--- src/rtl/snake_pkg.sv ---
// Shared heading type, direction constants and the 180-degree reverse helper
// for the snake direction controller.
package snake_pkg;

  typedef logic [1:0] dir_t;

  localparam dir_t DIR_UP    = 2'd0;
  localparam dir_t DIR_RIGHT = 2'd1;
  localparam dir_t DIR_DOWN  = 2'd2;
  localparam dir_t DIR_LEFT  = 2'd3;

  function automatic dir_t opposite(input dir_t d);
    return d ^ 2'b10;
  endfunction

endpackage

--- src/rtl/snake_dir_fifo.sv ---
// Circular buffer of pending turns (DEPTH 1..4). Exposes head and tail so the
// caller can validate against the newest entry and apply the oldest one.
module snake_dir_fifo
  import snake_pkg::*;
#(
  parameter int unsigned DEPTH = 2
) (
  input  logic       clk,
  input  logic       reset,
  input  logic       push,
  input  dir_t       push_data,
  input  logic       pop,
  input  logic       clear,
  output dir_t       head,
  output dir_t       tail,
  output logic [2:0] count
);

  localparam logic [1:0] LAST = 2'(DEPTH - 1);

  dir_t       mem_q [4];
  logic [1:0] rd_q, rd_d;
  logic [1:0] wr_q, wr_d;
  logic [2:0] cnt_q, cnt_d;
  logic [1:0] tail_idx;

  function automatic logic [1:0] bump(input logic [1:0] p);
    return (p == LAST) ? 2'd0 : p + 2'd1;
  endfunction

  always_comb begin
    rd_d  = rd_q;
    wr_d  = wr_q;
    cnt_d = cnt_q;
    if (clear) begin
      rd_d  = 2'd0;
      wr_d  = 2'd0;
      cnt_d = 3'd0;
    end else begin
      if (push) wr_d = bump(wr_q);
      if (pop)  rd_d = bump(rd_q);
      if (push && !pop)      cnt_d = cnt_q + 3'd1;
      else if (pop && !push) cnt_d = cnt_q - 3'd1;
    end
  end

  // Full with simultaneous push+pop writes the slot being vacated; the head
  // value is read combinationally before the edge, so this is safe.
  always_ff @(posedge clk) begin
    if (!reset) begin
      rd_q  <= 2'd0;
      wr_q  <= 2'd0;
      cnt_q <= 3'd0;
      for (int i = 0; i < 4; i++) mem_q[i] <= DIR_UP;
    end else begin
      rd_q  <= rd_d;
      wr_q  <= wr_d;
      cnt_q <= cnt_d;
      if (push && !clear) mem_q[wr_q] <= push_data;
    end
  end

  always_comb tail_idx = (wr_q == 2'd0) ? LAST : wr_q - 2'd1;

  assign head  = mem_q[rd_q];
  assign tail  = mem_q[tail_idx];
  assign count = cnt_q;

endmodule

--- src/rtl/snake_dir_ctrl.sv ---
// Turns debounced button presses into the snake heading via a turn queue.
// Optional pause button/flag is enabled with `define SNAKE_DIR_PAUSE_EN.
module snake_dir_ctrl
  import snake_pkg::*;
#(
  parameter int unsigned QUEUE_DEPTH = 2,
  parameter logic [1:0]  INIT_DIR    = 2'd1
) (
  input  logic       clk,
  input  logic       reset,
  input  logic       btn_up,
  input  logic       btn_right,
  input  logic       btn_down,
  input  logic       btn_left,
  input  logic       game_tick,
  input  logic       game_restart,
`ifdef SNAKE_DIR_PAUSE_EN
  input  logic       btn_center,
  output logic       paused,
`endif
  output logic [1:0] dir,
  output logic       turn_pulse,
  output logic [2:0] queue_count,
  output logic       drop_pulse
);

  localparam logic [2:0] DEPTH_C = 3'(QUEUE_DEPTH);

  logic [3:0] btn_vec, prev_q, press;
  dir_t       dir_q, dir_d;
  logic       turn_q, turn_d;
  logic       drop_q, drop_d;
  logic       has_press;
  dir_t       press_dir, ref_dir;
  logic       legal, active, room, do_pop, do_push, hold;
  dir_t       fifo_head, fifo_tail;
  logic [2:0] fifo_count;

  assign btn_vec = {btn_left, btn_down, btn_right, btn_up};
  assign press   = btn_vec & ~prev_q;

`ifdef SNAKE_DIR_PAUSE_EN
  logic prev_center_q, paused_q, paused_d;

  always_comb begin
    paused_d = paused_q ^ (btn_center & ~prev_center_q);
    if (game_restart) paused_d = 1'b0;
  end

  always_ff @(posedge clk) begin
    if (!reset) begin
      prev_center_q <= 1'b0;
      paused_q      <= 1'b0;
    end else begin
      prev_center_q <= btn_center;
      paused_q      <= paused_d;
    end
  end

  assign hold   = paused_q;
  assign paused = paused_q;
`else
  assign hold = 1'b0;
`endif

  // Only the highest-priority new press is considered: UP > RIGHT > DOWN > LEFT.
  always_comb begin
    has_press = 1'b1;
    press_dir = DIR_UP;
    if (press[0])      press_dir = DIR_UP;
    else if (press[1]) press_dir = DIR_RIGHT;
    else if (press[2]) press_dir = DIR_DOWN;
    else if (press[3]) press_dir = DIR_LEFT;
    else               has_press = 1'b0;
  end

  always_comb begin
    ref_dir = (fifo_count != 3'd0) ? fifo_tail : dir_q;
    legal   = has_press && (press_dir != ref_dir) && (press_dir != opposite(ref_dir));
    active  = !game_restart && !hold;
    do_pop  = active && game_tick && (fifo_count != 3'd0);
    room    = (fifo_count < DEPTH_C) || do_pop;
    do_push = active && legal && room;
    drop_d  = active && legal && !room;
    turn_d  = do_pop;
    dir_d   = dir_q;
    if (game_restart) dir_d = INIT_DIR;
    else if (do_pop)  dir_d = fifo_head;
  end

  always_ff @(posedge clk) begin
    if (!reset) begin
      prev_q <= 4'b0000;
      dir_q  <= INIT_DIR;
      turn_q <= 1'b0;
      drop_q <= 1'b0;
    end else begin
      prev_q <= btn_vec;
      dir_q  <= dir_d;
      turn_q <= turn_d;
      drop_q <= drop_d;
    end
  end

  snake_dir_fifo #(
    .DEPTH(QUEUE_DEPTH)
  ) u_fifo (
    .clk      (clk),
    .reset    (reset),
    .push     (do_push),
    .push_data(press_dir),
    .pop      (do_pop),
    .clear    (game_restart),
    .head     (fifo_head),
    .tail     (fifo_tail),
    .count    (fifo_count)
  );

  assign dir         = dir_q;
  assign turn_pulse  = turn_q;
  assign drop_pulse  = drop_q;
  assign queue_count = fifo_count;

endmodule

--- config.mk ---
export PLATFORM = sky130hd
export DESIGN_NAME = snake_dir_ctrl
export DESIGN_NICKNAME = d
export VERILOG_FILES = /design/src/rtl/snake_pkg.sv /design/src/rtl/snake_dir_fifo.sv /design/src/rtl/snake_dir_ctrl.sv
export SDC_FILE = /design/constraint.sdc
export NUM_CORES = 1
export LEC_CHECK = 0
export BUFFER_PORTS_ARGS = -buffer_cell sky130_fd_sc_hd__buf_2
export CAP_MARGIN = 20
export CORE_MARGIN = 5
export CORE_UTILIZATION = 59
export CTS_CLUSTER_SIZE = 12
export DETAILED_ROUTE_END_ITERATION = 6
export PLACE_DENSITY = 0.82
export SETUP_SLACK_MARGIN = 0.3
export SLEW_MARGIN = 40
export SYNTH_ARGS = -nofsm -noshare
export SYNTH_HDL_FRONTEND = slang
export SYNTH_SLANG_ARGS = --single-unit
--- constraint.sdc ---
create_clock -name clk -period 7.8 [get_ports clk]
set_clock_uncertainty 0.15 [all_clocks]
set_input_delay 0.39 -clock clk [delete_from_list [all_inputs] [get_ports clk]]
set_output_delay 0.39 -clock clk [all_outputs]
set_load 0.02 [all_outputs]
# Word level (Yosys, flattened, before mapping)

Memory sizes are Yosys's and may differ from the RTL's. A register that Yosys moved wholly into a read port is not among the register bits.
Index checks and enable logic that the tools add are counted.

Reduce and logical (&&, ||, !) cells: 20
Add/subtract/negate cells: 5
Bitwise gates (word level): 4
Mux-type cells: 21
Eq/ne operators: 4
Order comparisons: 1

Operators by type and width:

| cell                                                                 | count |
|---|---|
| 2-bit 2-to-1 mux                                                     | 10 |
| 1-bit logical AND                                                    | 10 |
| 1-bit 2-to-1 mux                                                     | 9 |
| 3-bit 2-to-1 mux                                                     | 2 |
| 2-bit by 1-bit adder with 2-bit output, second input constant        | 2 |
| 4-bit bitwise AND                                                    | 1 |
| 2-bit by 1-bit == test with 1-bit output, second input constant      | 2 |
| 1-bit zero test                                                      | 4 |
| 2-bit inequality test                                                | 2 |
| 4-bit inverter                                                       | 1 |
| 2-bit OR reduction                                                   | 2 |
| 3-bit by 1-bit adder with 3-bit output, second input constant        | 1 |
| 3-bit by 2-bit < comparator with 1-bit output, second input constant | 1 |
| 3-bit nonzero test                                                   | 1 |
| 3-bit by 1-bit subtractor with 3-bit output, second input constant   | 1 |
| 2-bit zero test                                                      | 1 |
| 1-bit inverter                                                       | 2 |
| 2-bit nonzero test                                                   | 1 |
| 2-bit by 1-bit subtractor with 2-bit output, second input constant   | 1 |
| 1-bit logical OR                                                     | 1 |

RAM bits: 8
Logic and storage cells: 62
Output and inout bits: 7
Memories kept: 1
Input bits: 8
Register bits after elaboration: 13

Memory list:

| memory       | depth | bits a word | rd ports | clocked after Yosys merged registers in | write ports | RTL line             | text |
|---|---|---|---|---|---|---|---|
| u_fifo.mem_q | 4     | 2           | 2        | 1                                       | 4           | snake_dir_fifo.sv:21 | `dir_t mem_q [4];` |

# Depth between registers and ports, before layout

Gate-level depths: netlist of the first run.

Word-level depth: 17
Gate-level depth with buffers: 11
Depth with buffers taken out: 10

# Hierarchy

Synthesis of the first run repeated with hierarchy kept, for this count alone.

Cell total of the unflattened synthesis: 112
Area, all modules: 1,141.1 sq um

By module, submodules not included:

| module         | area each (sq um) | instances | cells an instance |
|---|---|---|---|
| snake_dir_fifo | 747.0             | 1         | 69 |
| snake_dir_ctrl | 394.1             | 1         | 43 |

# Worst setup path before layout of the first run

Ideal clock, no wire load.

Path type: reg-to-reg
From: reg u_fifo.cnt_q[0] (netlist: u_fifo.count[0])
To: reg u_fifo.cnt_q[2] (netlist: u_fifo.count[2])
Buffers on the path: 1
Arrival: 2.402 ns
Slack: 5.178 ns
Library setup time: 0.071 ns
Cell stages (with the launch flop): 12
Clock period less this slack: 2.622 ns
Cell sequence: dfxtp_1 > nor3_1 > a211o_1 > o211ai_1 > and3_1 > buf_6 > ha_1 > inv_1 > fa_1 > xor2_1 > or3_1 > a21oi_1

Word-level cells in the longest chain between the ends: 10

RTL lines:

| what                                                              | RTL line                                   | text |
|---|---|---|
| start: declaration                                                | snake_dir_fifo.sv:24                       | `logic [2:0] cnt_q, cnt_d;` |
| start signal: assignment                                          | snake_dir_fifo.sv:58                       | `cnt_q <= cnt_d;` |
| 3-bit nonzero test                                                | snake_dir_ctrl.sv:78, snake_dir_ctrl.sv:81 |  |
| 2-bit 2-to-1 mux                                                  | snake_dir_ctrl.sv:78                       | `ref_dir = (fifo_count != 3'd0) ? fifo_tail : dir_q;` |
| 2-bit inequality test / 1-bit inverter (equally long branches)    | n/a                                        |  |
| 1-bit logical AND / 2-bit inequality test (equally long branches) | snake_dir_ctrl.sv:79                       | `legal = has_press && (press_dir != ref_dir) && (press_dir != opposite(ref_dir));` |
| 1-bit logical AND                                                 | snake_dir_ctrl.sv:79                       |  |
| 1-bit logical AND (2 in a row)                                    | snake_dir_ctrl.sv:83                       | `do_push = active && legal && room;` |
| 1-bit zero test                                                   | snake_dir_fifo.sv:43                       | `else if (pop && !push) cnt_d = cnt_q - 3'd1;` |
| 1-bit logical AND                                                 | snake_dir_fifo.sv:43                       |  |
| 2-bit nonzero test (no source line)                               | n/a                                        |  |

Several ways; a longest one is shown, not always the timed one. The select of a mux whose other input is x is not followed.
A chain may end at the register's enable or synchronous reset.

# Worst setup path after layout of the first run

From: reg u_fifo.wr_q[1]
To: reg u_fifo.cnt_q[2] (netlist: u_fifo.count[2])

Word-level cells in the longest chain between the ends: 12

RTL lines:

| what                                                                                  | RTL line             | text |
|---|---|---|
| start: declaration                                                                    | snake_dir_fifo.sv:23 | `logic [1:0] wr_q, wr_d;` |
| start signal: assignment                                                              | snake_dir_fifo.sv:57 | `wr_q <= wr_d;` |
| 2-bit by 1-bit subtractor with 2-bit output / 2-bit zero test (equally long branches) | snake_dir_fifo.sv:63 | `always_comb tail_idx = (wr_q == 2'd0) ? LAST : wr_q - 2'd1;` |
| 2-bit 2-to-1 mux (*)                                                                  | snake_dir_fifo.sv:63 |  |
| memory read 4 x 2 bit (*)                                                             | n/a                  |  |
| 2-bit 2-to-1 mux (*)                                                                  | snake_dir_ctrl.sv:78 |  |
| 2-bit inequality test / 1-bit inverter (equally long branches)                        | n/a                  |  |
| 1-bit logical AND / 2-bit inequality test (equally long branches)                     | snake_dir_ctrl.sv:79 |  |
| 1-bit logical AND (*)                                                                 | snake_dir_ctrl.sv:79 |  |
| 1-bit logical AND (*) (2 in a row)                                                    | snake_dir_ctrl.sv:83 |  |
| 1-bit zero test                                                                       | snake_dir_fifo.sv:43 |  |
| 1-bit logical AND                                                                     | snake_dir_fifo.sv:43 |  |
| 2-bit nonzero test (no source line)                                                   | n/a                  |  |

Every way passes the cells marked *; elsewhere a longest branch is shown, timed or not.

==> out/results.ini, run 1 <==
[placed_design]
gp_congestion=0.779
place_ws_ps=5010
hpwlAfterDp_um=1460
io_buffers=14

[worst_setup_path]
path_cells=mux2i_1 > a211o_1 > o211ai_1 > and3_1 > ha_1 > inv_1 > fa_1 > xor2_1 > or3_1 > a21oi_1
required_ps=7880
critPathKind=reg2reg
critPathArrivalTime_ps=2840
crit_family=compound AO/OA/AOI/OAI gates
startpoint_type=register
path_buf_inv=1
worstPathMaxFanout=6
critPathMaxStageDelay_ps=450
end_kind=register
crit_path_top_delay_cell=dfxtp_1

[cells_and_area]
drive_gt1_frac=0.180
fin_nets=133
diodes=0
syn2layout_area_growth_pct=9.37
mostFrequentLayoutCells=15 x nor2_1, 15 x dfxtp_1, 14 x buf_2, 8 x nand2_1, 8 x edfxtp_1

[detailed_routing]
totalWireLength_um=1870
drc=0
wl_per_cell_um=12.7
drtPass1Iterations=4
vias=793
drtIter0Drc=18
vias_per_cell=5.39
ant_nets=0

[status]
status=complete, no violations

[clock_network]
cts.clk_slew.worst_paths_ps=120
cts_root_buf=clkbuf_4
cts.repair.resized=0
insertion_delay_ps=300
clkSinkCount=23
hold_buffers=0
ctsHtreeMaxLevel=1
clk_path_buf_depth=2
cts_tree=done
cts_buffers=3
cts_setup_buffers=0

[logic_synthesis]
syn_avg_cell_area_sq_um=9.92
ys_warn_count=0
syn-cell-area_sq_um=1080
synth_nets=119
ys_ff_latch=23
synthDistinctLibCells=28
seq_area_frac_synth=0.500
syn-instance-count=109

[floorplan]
initial_utilization=0.626
die_y_um=52.8
design.die.area_sq_um=2790
fp-row-count=15
boundaryPins=15
core_area_sq_um=1730
die_x_um=52.8

[sta]
drv_slew=0
tns_ps=0
rsz0062_at_grt=no
finalCriticalPeriod_ps=2760
relSlewSlack=0.611
setup_viol=0
fmax_mhz=363
post-route-period-util=0.353
final.setup.worst_slack_ps=5040
hold_viol_final=0
worstMarginPinSlew_ps=578

[power]
combPwrFrac=0.243
p_switching_mw=0.0734
seqPwrFrac=0.550
p_clk_frac=0.207
peakVddDrop_uv=106
netSwitchingFraction=0.296
power_mw=0.248
p_int_mw=0.175
p_leak_nw=0.505
powerDensity_nw_per_um2=210

[global_routing]
grt_pass1_wl_um=3270
overflow=0
track_usage=0.161
grt_pass1_vias=779
grt_max_degree=13
antenna_found_initial=0

[hold_path]
holdCritPathClass=in2reg

[job]
drv_cap=0

-- synthesized netlist by cell type --
cell type  instances  area share
nand2_1            8       0.028
mux2_4             1       0.014
nor2b_1            4       0.023
nand2b_1           3       0.017
or2_2              1      0.0058
o211ai_1           1      0.0069
nor4_1             5       0.029
fa_1               1       0.019
xor2_1             3       0.024
a21oi_1            5       0.023
dfxtp_1           15        0.28
nor3_1             4       0.019
buf_6              1       0.010
o31ai_1            3       0.021
or3_1              2       0.012
and2_1             4       0.023
a31o_2             1      0.0081
ha_1               1       0.012
inv_1              7       0.024
and3_1             1      0.0058
a211o_1            2       0.016
nand4_1            1      0.0058
clkbuf_1           4       0.014
edfxtp_1           8        0.22
mux4_2             2       0.042
nor2_1            15       0.052
mux2i_1            4       0.037
o21ai_0            2      0.0093
-- flip-flops by register name, indices dropped and copies added (netlist names) --
| name | flops |
|---|---|
| u_fifo.mem_q | 8 |
| prev_q | 4 |
| u_fifo.count | 3 |
| dir | 2 |
| u_fifo.rd_q | 2 |
| u_fifo.wr_q | 2 |
| drop_pulse | 1 |
| turn_pulse | 1 |
-- final timing paths --
check / from / end / slack, ps / cells past startpoint
hold / removal: btn_up / prev_q[0]$_SDFF_PN0_ / 140 / 2
setup / recovery: u_fifo.wr_q[1]$_SDFFE_PP0N_ / u_fifo.count[2]$_SDFFE_PP0P_ / 5040 / 10
setup reg to reg: u_fifo.wr_q[1]$_SDFFE_PP0N_ / u_fifo.count[2]$_SDFFE_PP0P_ / 5040 / 10
hold reg to reg: u_fifo.rd_q[1]$_SDFFE_PP0P_ / u_fifo.rd_q[1]$_SDFFE_PP0P_ / 340 / 2
-- routing by layer --
metal / wire, um / GRT usage
met1: 843 / 0.203
met3: 86 / 0.0285
met2: 927 / 0.271
met4: 15 / 0.0596
met5: 0 / 0
-- cells by family after synthesis --
kind of cell               Yosys count  share of synthesized area
xor gates and xnor gates             3                     0.0243
adders and majority gates            2                     0.0301
AOI/OAI and AO/OA                   14                     0.0845
and+or+nand+nor                     48                      0.220
muxes                                7                     0.0926
DFF                                 23                      0.500
buffers and inverters               12                     0.0486
-- through the flow --
step / hold slack (ps) / area [sq um] / util / std cells
after floorplan: 285 / 1080 / - / 109
after global placement: 307 / 1160 / 0.670 / 143
after detailed placement: 325 / 1160 / 0.670 / 143
after CTS: 141 / 1180 / 0.685 / 147
after global routing: 148 / 1180 / 0.685 / 147
final: 144 / 1180 / 0.685 / 147
-- power by group through the flow --
stage | logic [mW] | registers, mW | clock network, mW
global placement | 0.0582 | 0.139 | 0
detailed placement | 0.0598 | 0.139 | 0
global route | 0.0678 | 0.138 | 0.0585
CTS | 0.0603 | 0.137 | 0.0532
finish | 0.0604 | 0.137 | 0.0515
floorplan | 0.0466 | 0.141 | 0
-- cell type report --
cell class,count,area (sq um)
timing repair buffer,14,70.1
clock buffer,4,26.3
multi-input combinational,74,488
tap,25,31.3
sequential,23,541
fill,150,544
inverter,7,26.3
(Power assumes the default switching activity.)
==> run 2: changes to the inputs <==
Settings changed: ABC_AREA set to 1, CORE_ASPECT_RATIO set to 1.5, CORE_UTILIZATION 59 to 50, PLACE_DENSITY 0.82 to 0.73.
Clock period 7.8 ns to 2.3 ns, I/O delays scaled along.
==> run 2 against run 1 <==
Compared with the run above: critical path depth rose by 6; global-route usage rose by 0.48 points; utilization rose by 0.17 points; final cell count rose by 36%; via count rose by 30%; final area rose by 28%; register-to-register slack got worse by 5000 ps; routed wire length rose by 38%; sequential share of layout area fell by 9.1 points; clock power rose to 3.8 times the previous value; critical path type unchanged; largest cell class unchanged; highest routed layer unchanged.
==> out/results.ini, run 2 <==
[sta]
relSlewSlack=0.725  ; was 0.611
drv_slew=0  ; unchanged
fmax_mhz=443  ; was 363 MHz
post-route-period-util=0.981  ; was 0.353
hold_viol_final=0  ; unchanged
finalCriticalPeriod_ps=2260  ; was 2760 ps
setup_viol=0  ; unchanged
tns_ps=0  ; unchanged
worstMarginPinSlew_ps=411  ; was 578 ps
rsz0062_at_grt=yes  ; was no

[floorplan]
core_area_sq_um=2210  ; was 1730 sq um
design.die.area_sq_um=3330  ; was 2790 sq um
die_y_um=68.2  ; was 52.8 um
initial_utilization=0.511  ; was 0.626
boundaryPins=15  ; unchanged
fp-row-count=21  ; was 15
die_x_um=48.8  ; was 52.8 um

[power]
power_mw=0.975  ; was 0.248 mW
peakVddDrop_uv=567  ; was 106 uV
powerDensity_nw_per_um2=643  ; was 210 nW/um^2
p_leak_nw=0.712  ; was 0.505 nW

[status]
status=complete, no violations  ; unchanged

[global_routing]
antenna_found_initial=0  ; unchanged
grt_pass1_wl_um=4270  ; was 3270 um
track_usage=0.165  ; was 0.161
overflow=0  ; unchanged
grt_pass1_vias=1058  ; was 779
grt_max_degree=13  ; unchanged

[logic_synthesis]
synth_top_area_cell=dfxtp_1  ; unchanged
syn_avg_cell_area_sq_um=7.95  ; was 9.92 sq um
synth_top_area_frac=0.266  ; was 0.278
synth.area.top_cells=dfxtp_1 27%, edfxtp_1 21%, inv_1 10%, nand2_1 8.0%, nor2_1 6.7%  ; was dfxtp_1 28%, edfxtp_1 22%, nor2_1 5.2%, mux4_2 4.2%, mux2i_1 3.7%
ys_warn_count=0  ; unchanged
yosys-top-cells-count=31 x inv_1, 24 x nand2_1, 20 x nor2_1  ; was 15 x dfxtp_1, 15 x nor2_1, 8 x edfxtp_1, 8 x nand2_1, 7 x inv_1
synthDistinctLibCells=23  ; was 28
seq_area_frac_synth=0.479  ; was 0.500
synth_nets=152  ; was 119
ys_ff_latch=23  ; unchanged
async_reset_ff_frac=0  ; unchanged
yosysMostFrequentCell=inv_1
synth_edf_count=8  ; unchanged
syn-cell-area_sq_um=1130  ; was 1080 sq um
synth_ff_type=dfxtp_1  ; unchanged
syn-instance-count=142  ; was 109

[cells_and_area]
seqCellArea_sq_um=554  ; was 541 sq um
largest_reg_flops=8  ; unchanged
mostFrequentLayoutCells=28 x inv_1, 22 x nand2_1, 19 x nor2_1, 14 x buf_2  ; was 15 x nor2_1, 15 x dfxtp_1, 14 x buf_2, 8 x nand2_1, 8 x edfxtp_1
multi_input_area_sq_um=543  ; was 488 sq um
fillers=174  ; was 150
syn2layout_area_growth_pct=34.3  ; was 9.37%
final_util=0.687  ; was 0.685
finalInstanceArea_sq_um=1520  ; was 1180 sq um
regMostFlops=u_fifo.mem_q  ; unchanged
drive_gt1_frac=0.316  ; was 0.180
fin_nets=188  ; was 133
diodes=0  ; unchanged
layout_commonest_cell=inv_1

[clock_network]
clk_path_buf_depth=2  ; unchanged
cts.clk_slew.worst_paths_ps=130  ; was 120 ps
ctsHtreeMaxLevel=1  ; unchanged
cts_tree=done  ; unchanged
clkSinkCount=23  ; unchanged
insertion_delay_ps=330  ; was 300 ps
cts_buffers=3  ; unchanged
cts_root_buf=clkbuf_4  ; unchanged

[worst_setup_path]
required_ps=2380  ; was 7880 ps
path_cells=inv_1 > nand3_1 > nand2_1 > inv_1 > nand2_2 > nand2_1 > nand2_1 > nand4_1 > inv_1 > ha_2 > inv_2 > fa_2 > a21oi_2 > o21ai_2 > o21ai_1 > a21oi_1  ; was mux2i_1 > a211o_1 > o211ai_1 > and3_1 > ha_1 > inv_1 > fa_1 > xor2_1 > or3_1 > a21oi_1
critPathArrivalTime_ps=2330  ; was 2840 ps
worstPathMaxFanout=3  ; was 6
end_kind=register  ; unchanged
critPathMaxStageDelay_ps=380  ; was 450 ps
crit_path_top_delay_cell=edfxtp_1  ; was dfxtp_1
critPathKind=reg2reg  ; unchanged
startpoint_type=register  ; unchanged

[job]
drv_cap=0  ; unchanged

[detailed_routing]
drtPass1Iterations=4  ; unchanged
ant_nets=0  ; unchanged
wl_per_cell_um=12.9  ; was 12.7 um
vias_per_cell=5.17  ; was 5.39
totalWireLength_um=2580  ; was 1870 um
drc=0  ; unchanged
vias=1034  ; was 793
drtIter0Drc=30  ; was 18

[placed_design]
gp_congestion=0.789  ; was 0.779
hpwlAfterDp_um=1710  ; was 1460 um
io_buffers=14  ; unchanged
dpl-instance-area_sq_um=1250  ; was 1160 sq um

[hold_path]
holdCritPathClass=in2reg  ; unchanged

## run 2: changes by cell type in the layout (fill, tap and decap cells not counted), moves of 5 or more
| cell | before | now |
|---|---|---|
| inv_1 | 7 | 28 |
| dlygate4sd3_1 | 0 | 10 |
| o21ai_0 | 2 | 7 |
| nor4_1 | 5 | 0 |
| nand2_1 | 8 | 22 |
| dfxtp_1 | 15 | 10 |
| buf_4 | 0 | 5 |
## run 2: per-stage QoR
step	setup WS [ps]	hold slack, ps	cells
finish	43.1	17.3	200
global route	-104	37.9	200
CTS	146	19.4	200
detailed placement	77.1	166	179
global placement	150	157	179
floorplan	157	58.5	142
## run 2: area by class of cell
type,instances,share of cell area
tap,23,0.0190
timing repair buffer,32,0.163
clock buffer,4,0.0173
multi-input combinational,87,0.358
sequential,23,0.366
inverter,31,0.0768
## run 2: per-layer routing
metal	track usage	vias up	wire [um]
li1	-	520	-
met1	0.163	470	991
met2	0.317	35	1380
met3	0.0305	9	114
met4	0.101	0	99
met5	0	-	0
## run 2: power breakdown
part	leakage [nW]	total (mW)	internal, mW	switching, mW
Sequential	0.209	0.467	0.448	0.0188
Clock	0.0150	0.196	0.0682	0.127
Combinational	0.488	0.313	0.130	0.183
## run 2: timing repair
item	in CTS	in global routing
gates resized for setup	6	15
endpoints found under the hold margin	9	0
pin swaps	4	5
setup endpoints to repair	2	9
setup buffers	6	0
hold buffers	11	0
## run 2: cells by family (layout without fill, tap and decap cells)
family,Yosys count,count (layout),synth area share
buffers and inverters,32,67,0.113
AOI/OAI and AO/OA,24,24,0.116
adders and majority gates,2,2,0.0288
DFF,23,23,0.479
and+or+nand+nor,61,61,0.263
## run 2: worst paths after layout
kind                                                       start                      endpoint  slack (ps)  cells past startpoint
worst max register to register  u_fifo.mem_q[2][0]$_SDFFCE_PN0P_  u_fifo.count[2]$_SDFFE_PP0P_          40                     16
worst max-delay path            u_fifo.mem_q[2][0]$_SDFFCE_PN0P_  u_fifo.count[2]$_SDFFE_PP0P_          40                     16
worst min-delay path                                   game_tick           dir[1]$_SDFFE_PP0P_          20                      4
worst min register to register               dir[1]$_SDFFE_PP0P_           dir[1]$_SDFFE_PP0P_         320                      2
## run 2: worst max-delay path, delay by kind of cell, from the launching register on
family,cells,cell delay (ps)
AO/OA/AOI/OAI,4,370
adder cells (fa/ha/maj),2,520
buffers and inverters,4,260
flip-flops,1,380
AND/OR/NAND/NOR,6,480
==> run 3: changes to the inputs <==
Settings changed: PLACE_DENSITY 0.73 to 0.79.
==> run 3 against run 2 <==
Compared with the run above: flip-flop and latch count did not move; total power fell by 1.9%; critical path type unchanged; critical path depth fell by 2; critical endpoint unchanged; worst hold slack improved by 17 ps; clock power fell by 7%.
==> out/results.ini, run 3 (synthesis results as in run 2) <==
[status]
status=complete, no violations  ; unchanged

[worst_setup_path]
critPathMaxStageDelay_ps=380  ; about the same
critPathKind=reg2reg  ; unchanged
crit_family=adder cells  ; unchanged
crit_path_top_delay_cell=dfxtp_4  ; was edfxtp_1
path_cells=nor2_4 > a21oi_2 > nand2_2 > nand2_2 > nand2_1 > nand4_1 > inv_1 > ha_2 > inv_4 > fa_2 > a21oi_2 > o21ai_2 > o21ai_1 > a21oi_1  ; was inv_1 > nand3_1 > nand2_1 > inv_1 > nand2_2 > nand2_1 > nand2_1 > nand4_1 > inv_1 > ha_2 > inv_2 > fa_2 > a21oi_2 > o21ai_2 > o21ai_1 > a21oi_1
worstPathMaxFanout=4  ; was 3
path_buf_inv=2  ; was 4
end_kind=register  ; unchanged
critPathArrivalTime_ps=2320  ; was 2330 ps
required_ps=2360  ; was 2380 ps
startpoint_type=register  ; unchanged

[clock_network]
insertion_delay_ps=310  ; was 330 ps
cts_root_buf=clkbuf_4  ; unchanged
cts_buffers=3  ; unchanged
cts_tree=done  ; unchanged
cts.clk_slew.worst_paths_ps=120  ; was 130 ps
clkSinkCount=23  ; unchanged
ctsHtreeMaxLevel=1  ; unchanged
clk_path_buf_depth=2  ; unchanged

[floorplan]
die_x_um=48.8  ; unchanged
design.die.area_sq_um=3330  ; unchanged
boundaryPins=15  ; unchanged
core_area_sq_um=2210  ; unchanged
fp-row-count=21  ; unchanged
initial_utilization=0.511  ; unchanged
die_y_um=68.2  ; unchanged

[sta]
final.setup.worst_slack_ps=47.0  ; was 43.1 ps
worstMarginPinSlew_ps=436  ; was 411 ps
hold_slack_ps=34.0  ; was 17.3 ps
setup_viol=0  ; unchanged
relSlewSlack=0.708  ; was 0.725
rsz0062_at_grt=yes  ; unchanged
hold_viol_final=0  ; unchanged
post-route-period-util=0.980  ; was 0.981
drv_slew=0  ; unchanged
finalCriticalPeriod_ps=2250  ; was 2260 ps
fmax_mhz=444  ; was 443 MHz
tns_ps=0  ; unchanged

[cells_and_area]
finalInstanceArea_sq_um=1480  ; was 1520 sq um
largest_reg_flops=8  ; unchanged
fin_cells=201  ; was 200
final_util=0.671  ; was 0.687
drive_gt1_frac=0.326  ; was 0.316
mostFrequentLayoutCells=26 x inv_1, 22 x nand2_1, 20 x nor2_1, 14 x buf_2  ; was 28 x inv_1, 22 x nand2_1, 19 x nor2_1, 14 x buf_2
fin_nets=189  ; was 188
syn2layout_area_growth_pct=31.2  ; was 34.3%
regMostFlops=u_fifo.mem_q  ; unchanged
layout_commonest_cell=inv_1  ; unchanged
diodes=0  ; unchanged

[detailed_routing]
wl_per_cell_um=13.2  ; was 12.9 um
drc=0  ; unchanged
drtPass1Iterations=6  ; was 4
drtIter0Drc=35  ; was 30
ant_nets=0  ; unchanged
vias_per_cell=5.21  ; was 5.17
vias=1047  ; was 1,034
totalWireLength_um=2660  ; was 2580 um

[placed_design]
place_inst=179  ; unchanged
hpwlAfterDp_um=1780  ; was 1710 um
gp_congestion=0.854  ; was 0.789
place_ws_ps=63.6  ; was 77.1 ps
io_buffers=14  ; unchanged
dpl-instance-area_sq_um=1250  ; unchanged

[global_routing]
use_met3=0.0305  ; unchanged
track_usage=0.167  ; was 0.165
met1_usage=0.150  ; was 0.163
grtUsageMet2=0.333  ; was 0.317
overflow=0  ; unchanged
gr-max-usage-layer=met2  ; unchanged
antenna_found_initial=0  ; unchanged
grt_pass1_vias=1070  ; was 1,058
grt_max_degree=13  ; unchanged
grt_pass1_wl_um=4310  ; was 4270 um

[power]
p_int_mw=0.646  ; about the same
power_mw=0.956  ; was 0.975 mW
p_leak_nw=0.689  ; was 0.712 nW
netSwitchingFraction=0.325  ; was 0.337
combPwrFrac=0.322  ; was 0.321
peakVddDrop_uv=398  ; was 567 uV
seqPwrFrac=0.488  ; was 0.478
powerDensity_nw_per_um2=646  ; was 643 nW/um^2
p_clk_frac=0.190  ; was 0.201
p_switching_mw=0.311  ; was 0.329 mW

[hold_path]
holdCritPathClass=in2reg  ; unchanged

[job]
drv_cap=0  ; unchanged

## run 3: layout make-up
cell class | count | area, sq um
Fill cell | 179 | 727
Sequential cell | 23 | 554
Inverter | 31 | 119
Tap cell | 23 | 28.8
Multi-Input combinational cell | 87 | 514
Timing Repair Buffer | 33 | 238
Clock buffer | 4 | 26.3
## run 3: tightest hold or removal path: cells and delay by family
| kind | cells | cell delay [ps] |
|---|---|---|
| and+or+nand+nor | 1 | 60 |
| buffers and inverters | 2 | 290 |
## run 3: power by group through the flow
stage | clock [mW] | combinational [mW] | sequential, mW
2_1_floorplan | 0 | 0.158 | 0.483
3_3_place_gp | 0 | 0.211 | 0.474
3_5_place_dp | 0 | 0.225 | 0.476
4_1_cts | 0.188 | 0.252 | 0.467
5_1_grt | 0.210 | 0.334 | 0.470
6_report | 0.182 | 0.308 | 0.467
## run 3: repair_timing
action                                  4_1_cts  5_1_grt
endpoints found under the hold margin         6        0
gates resized for setup                       3       12
setup buffers                                 2        6
pin swaps                                     3        1
endpoints found under the setup margin        2        6
hold buffers                                 10        0
## run 3: routing by layer
layer  share of wire  wire (um)  vias up
met2            0.55       1460       32
met4           0.043        114        0
met5               0          0        -
met1            0.37        975      482
met3           0.040        107       10
li1                -          -      523
## run 3: worst paths after layout
| check | startpoint | slack, ps | end | cells after the start |
|---|---|---|---|---|
| min reg2reg | dir[1]$_SDFFE_PP0P_ | 330 | dir[1]$_SDFFE_PP0P_ | 2 |
| max | u_fifo.count[1]$_SDFFE_PP0P_ | 50 | u_fifo.count[2]$_SDFFE_PP0P_ | 14 |
| max reg2reg | u_fifo.count[1]$_SDFFE_PP0P_ | 50 | u_fifo.count[2]$_SDFFE_PP0P_ | 14 |
| min | reset | 30 | drop_pulse$_SDFF_PN0_ | 3 |
